$ cat src/rtl/fifo_memory_ctrl_v2.sv
// ---------------------------------------------------------------------------
// fifo_memory_ctrl_v2
// Single-clock FIFO controller used as a rate-smoothing buffer between a
// producer and a consumer. Adds occupancy, almost-full/almost-empty
// thresholds, sticky error flags and a read-data-valid strobe on top of the
// basic FIFO.
//
// Ports:
//   clk          in   rising-edge system clock
//   rst          in   synchronous active-high reset
//   data_in      in   write data [DATA_SIZE]
//   WE           in   write request
//   RE           in   read request
//   clr_err      in   synchronous clear of overflow/underflow
//   data_out     out  registered read data [DATA_SIZE]
//   rd_valid     out  one-cycle strobe: data_out was just loaded
//   st           out  {empty, full}
//   count        out  occupancy 0..DEPTH [ADDR_SIZE+1]
//   almost_full  out  count >= AF_LEVEL
//   almost_empty out  count <= AE_LEVEL
//   overflow     out  sticky: write attempted while full and rejected
//   underflow    out  sticky: read attempted while empty
// ---------------------------------------------------------------------------
module fifo_memory_ctrl_v2 #(
  parameter int DATA_SIZE = 8,
  parameter int ADDR_SIZE = 3,
  parameter int DEPTH     = 8,
  parameter int AF_LEVEL  = 6,
  parameter int AE_LEVEL  = 2
) (
  input  logic                 clk,
  input  logic                 rst,
  input  logic [DATA_SIZE-1:0] data_in,
  input  logic                 WE,
  input  logic                 RE,
  input  logic                 clr_err,
  output logic [DATA_SIZE-1:0] data_out,
  output logic                 rd_valid,
  output logic [1:0]           st,
  output logic [ADDR_SIZE:0]   count,
  output logic                 almost_full,
  output logic                 almost_empty,
  output logic                 overflow,
  output logic                 underflow
);

  localparam logic [ADDR_SIZE:0] PTR_ONE_C   = (ADDR_SIZE+1)'(1);
  localparam logic [ADDR_SIZE:0] AF_LEVEL_C  = (ADDR_SIZE+1)'(AF_LEVEL);
  localparam logic [ADDR_SIZE:0] AE_LEVEL_C  = (ADDR_SIZE+1)'(AE_LEVEL);

  logic [DATA_SIZE-1:0] mem_r [DEPTH];
  logic [ADDR_SIZE:0]   wr_ptr_r;
  logic [ADDR_SIZE:0]   rd_ptr_r;
  logic [DATA_SIZE-1:0] data_out_r;
  logic                 rd_valid_r;
  logic                 overflow_r;
  logic                 underflow_r;

  logic                 empty_s;
  logic                 full_s;
  logic                 wr_ok_s;
  logic                 rd_ok_s;
  logic [ADDR_SIZE:0]   count_s;

  // Status decode from the registered pointers; MSB is the wrap bit.
  always_comb begin
    empty_s = (wr_ptr_r == rd_ptr_r);
    full_s  = (wr_ptr_r[ADDR_SIZE-1:0] == rd_ptr_r[ADDR_SIZE-1:0]) &&
              (wr_ptr_r[ADDR_SIZE] != rd_ptr_r[ADDR_SIZE]);
    count_s = wr_ptr_r - rd_ptr_r;
    rd_ok_s = RE & ~empty_s;
    // A read in the same cycle frees a slot, so a full FIFO still accepts.
    wr_ok_s = WE & (~full_s | rd_ok_s);
  end

  // Storage array; not reset, and writes are suppressed during reset.
  always_ff @(posedge clk) begin
    if (!rst && wr_ok_s) begin
      mem_r[wr_ptr_r[ADDR_SIZE-1:0]] <= data_in;
    end
  end

  // Pointers, read data path and sticky error flags.
  always_ff @(posedge clk) begin
    if (rst) begin
      wr_ptr_r    <= '0;
      rd_ptr_r    <= '0;
      data_out_r  <= '0;
      rd_valid_r  <= 1'b0;
      overflow_r  <= 1'b0;
      underflow_r <= 1'b0;
    end else begin
      if (wr_ok_s) begin
        wr_ptr_r <= wr_ptr_r + PTR_ONE_C;
      end
      if (rd_ok_s) begin
        data_out_r <= mem_r[rd_ptr_r[ADDR_SIZE-1:0]];
        rd_ptr_r   <= rd_ptr_r + PTR_ONE_C;
        rd_valid_r <= 1'b1;
      end else begin
        rd_valid_r <= 1'b0;
      end
      // A new error in the same cycle as clr_err takes priority.
      if (WE && full_s && !rd_ok_s) begin
        overflow_r <= 1'b1;
      end else if (clr_err) begin
        overflow_r <= 1'b0;
      end
      if (RE && empty_s) begin
        underflow_r <= 1'b1;
      end else if (clr_err) begin
        underflow_r <= 1'b0;
      end
    end
  end

  // Output mapping; status outputs follow the pointers directly.
  always_comb begin
    data_out     = data_out_r;
    rd_valid     = rd_valid_r;
    st           = {empty_s, full_s};
    count        = count_s;
    almost_full  = (count_s >= AF_LEVEL_C);
    almost_empty = (count_s <= AE_LEVEL_C);
    overflow     = overflow_r;
    underflow    = underflow_r;
  end

endmodule
$ cat config.mk
export PLATFORM = sky130hd
export DESIGN_NAME = fifo_memory_ctrl_v2
export DESIGN_NICKNAME = d
export VERILOG_FILES = /design/src/rtl/fifo_memory_ctrl_v2.sv
export SDC_FILE = /design/constraint.sdc
export NUM_CORES = 1
export LEC_CHECK = 0
export ABC_AREA = 1
export CAP_MARGIN = 10
export CELL_PAD_IN_SITES_DETAIL_PLACEMENT = 1
export CELL_PAD_IN_SITES_GLOBAL_PLACEMENT = 1
export CORE_AREA = 2 2 87 106
export CTS_CLUSTER_DIAMETER = 100
export DETAILED_ROUTE_END_ITERATION = 16
export DIE_AREA = 0 0 89 108
export PLACE_DENSITY = 0.74
export SLEW_MARGIN = 20
export SYNTH_ARGS = -nofsm -noshare
export SYNTH_HDL_FRONTEND = slang
export SYNTH_SLANG_ARGS = --single-unit
export TNS_END_PERCENT = 1
$ cat constraint.sdc
create_clock -name clk -period 2.9 [get_ports clk]
set_input_delay 0.58 -clock clk [delete_from_list [all_inputs] [get_ports clk]]
set_output_delay 0.58 -clock clk [all_outputs]
set_load 0.05 [all_outputs]
==> impl_metrics.toml <==
[run_status]
status = "finished, final reports clean"

[clock_tree]
clkSinkCount = 83
ctsRootBufferMaster = "clkbuf_8"
clkTransAtPathRegs_ps = 90
clock_latency_ps = 370
cts_setup_buffers = 0
clockBufferDepth = 2
htree_levels = 3
cts_made_buffers = 9
cts_tree = "built"

[sta]
finClkSkew_ps = 10.4
max_freq_ghz = 0.369
min_period_ps = 2710
slew_headroom_pct = 66.6
setup_tns_ps = 0
hold_viol_final = 0
period_share_pct = 93.6
rsz0062_at_grt = "false"
final_max_slew_viol_count = 0
worst_pin_slew_ps = 500
setup_viol = 0

[routing]
ant_nets = 0
wl_um = 8760
wl_per_cell_um = 16.0
dr.pass1.iters = 4
post-route-drc-count = 0
dr_total_vias = 2693
vias_per_cell = 4.92
drtIter0Drc = 153

[worst_setup_path]
max_stage_delay_ps = 490
rr_startpoint = "wr_ptr_r[2]"
arrival_ps = 2130
start_kind = "flip-flop"
critPathLaunch = "wr_ptr_r[2]"
r2r-end = "mem_r[2][5]"
setup.worst_path.end_class = "output port"
worst_ep_required_time_ps = 2320
cp_cell_sequence = "ha_1 -> a21oi_1 -> o21ai_0 -> or2_2 -> nand2_1 -> nor2_2 -> buf_12"
r2r_cells = 9
critPathMaxFanout = 7
path_class = "reg -> out"
cp_slowest_cell = "dfxtp_1"
r2r_slack_ps = 800

[die]
io_pins = 32
core_region_area_mm2 = 0.00852
initial_utilization_pct = 44.3
die-area_mm2 = 0.00961
placement_rows = 37
die_x_um = 89
die-height_um = 108

[worst_hold_path]
hold_start = "data_out[2]"
worstHoldPathType = "reg -> reg"
min_to = "data_out[2]"
holdPathStages = 2

[pwr]
p_seq_share_pct = 44.3
power_density_mw_per_mm2 = 679
power.leakage_nw = 1.88
power_mw = 3.04
p_comb_share_pct = 30.2
peakVddDrop_v = 0.000382
switchingPower_mw = 1.03
p_int_mw = 2.01
clock_power_share_pct = 25.4
power.share.switching_pct = 34.0

[placed_design]
portBuffers = 31
finalWeightedCongestion = 0.832
post-dp-hpwl_um = 6020

[finish]
area_growth_pct = 18.8
final_common_cell = "nand2_1"
drive_above_1_share_pct = 16.5
final_nets = 444
final_cell_mix = "nand2_1 (99), edfxtp_1 (64), inv_1 (60)"
antenna_cells = 0

[grt]
grt_first_pass_wirelength_um = 14100
overflow = 0
grtUsageTotal_pct = 20.3
grt_pass1_vias = 2805
grt_max_degree = 36
antenna_found_initial = 0

[yosys]
netlist.area_leader.share_pct = 50.9
syn_inst = 383
synth_area_leader_cell = "edfxtp_1"
synth_seq_area_share_pct = 61.0
synth-seq-cells = 83
synth_cell_type_count = 26
syn-cell-area_mm2 = 0.00377
syn_area_per_cell_um2 = 9.85
synth_warnings = 0
syn_nets = 402
synth_area_leaders = "edfxtp_1 (51%), dfxtp_1 (10%), nand2_1 (9.8%)"

[job]
maxCapViolCount = 0
[synth_stat cells]
| cell type | number |
|---|---|
| a21oi_1 | 10 |
| a21oi_2 | 7 |
| buf_12 | 1 |
| buf_2 | 7 |
| buf_4 | 5 |
| buf_6 | 2 |
| clkbuf_1 | 1 |
| clkinv_1 | 2 |
| dfxtp_1 | 19 |
| edfxtp_1 | 64 |
| fa_1 | 1 |
| ha_1 | 5 |
| inv_1 | 60 |
| inv_2 | 3 |
| inv_4 | 2 |
| nand2_1 | 99 |
| nand2_2 | 11 |
| nand2_4 | 2 |
| nand3_1 | 54 |
| nand3_2 | 3 |
| nor2_1 | 12 |
| nor2_4 | 1 |
| o211ai_1 | 1 |
| o21ai_0 | 5 |
| or2_2 | 1 |
| xor2_1 | 5 |
[power by group through the flow]
stage / Sequential [mW] / Clock, mW / Combinational (mW)
floorplan: 1.45 / 0 / 0.524
global placement: 1.37 / 0 / 0.909
detailed placement: 1.38 / 0 / 0.931
CTS: 1.35 / 0.791 / 0.933
global route: 1.35 / 0.850 / 0.991
finish: 1.35 / 0.773 / 0.920
[how the worst max path moves through the flow]
stage | endpoint | slack, ps
after floorplan | almost_empty | 50
after global placement | almost_empty | 580
after detailed placement | almost_empty | 500
after CTS | almost_empty | 80
after global routing | almost_empty | 40
final | almost_empty | 190
[metrics by stage]
stage               cells  setup WS [ps]  hold slack, ps  util, %  area, µm²
floorplan             383           47.5             458        -       3780
global placement      531            585             451     50.5       4300
detailed placement    531            503             458     50.5       4300
CTS                   547           85.0             471     52.6       4480
global route          547           42.8             488     52.6       4480
finish                547            187             467     52.6       4480
[kinds of logic (layout without fill, tap and decap cells)]
logic type	count (synthesis)	in the layout	share of synthesized area (%)
compound gates	23	23	3.81
simple gates	183	183	21.9
flops	83	83	61.0
fa+ha+maj	6	6	2.19
buf+inv	83	130	9.95
xor+xnor	5	5	1.16
[worst max-delay path, delay by kind of cell, from the launching register on]
kind	cells	cell delay, ps
AO/OA/AOI/OAI	2	260
AND/OR/NAND/NOR	3	530
adder cells (fa/ha/maj)	1	340
buffers and inverters	1	150
flip-flops	1	490
[sequential cells by signal, indices dropped and copies added (netlist names)]
register	flops
mem_r	64
data_out	8
rd_ptr_r	4
wr_ptr_r	4
overflow	1
rd_valid	1
underflow	1
[final cells by class]
type / count / area (µm²)
clock buffers: 12 / 155
clock inverters: 4 / 25.0
fillers: 989 / 4040
inverters: 67 / 256
multi-input cells: 217 / 1100
flip-flops and latches: 83 / 2300
well taps: 117 / 146
repair buffers: 47 / 498
[what timing repair did]
action                                  in CTS  in global routing
endpoints found under the setup margin       0                  1
hold buffers                                 0                  0
gates resized for setup                      0                  1
[routing by layer]
layer,up-vias,routed length [µm],track usage (%)
met2,53,4570,34.3
met3,19,276,4.50
met1,1311,3680,24.3
met5,-,0,0
met4,0,240,9.70
li1,1310,-,-
(Power assumes the default switching activity.)
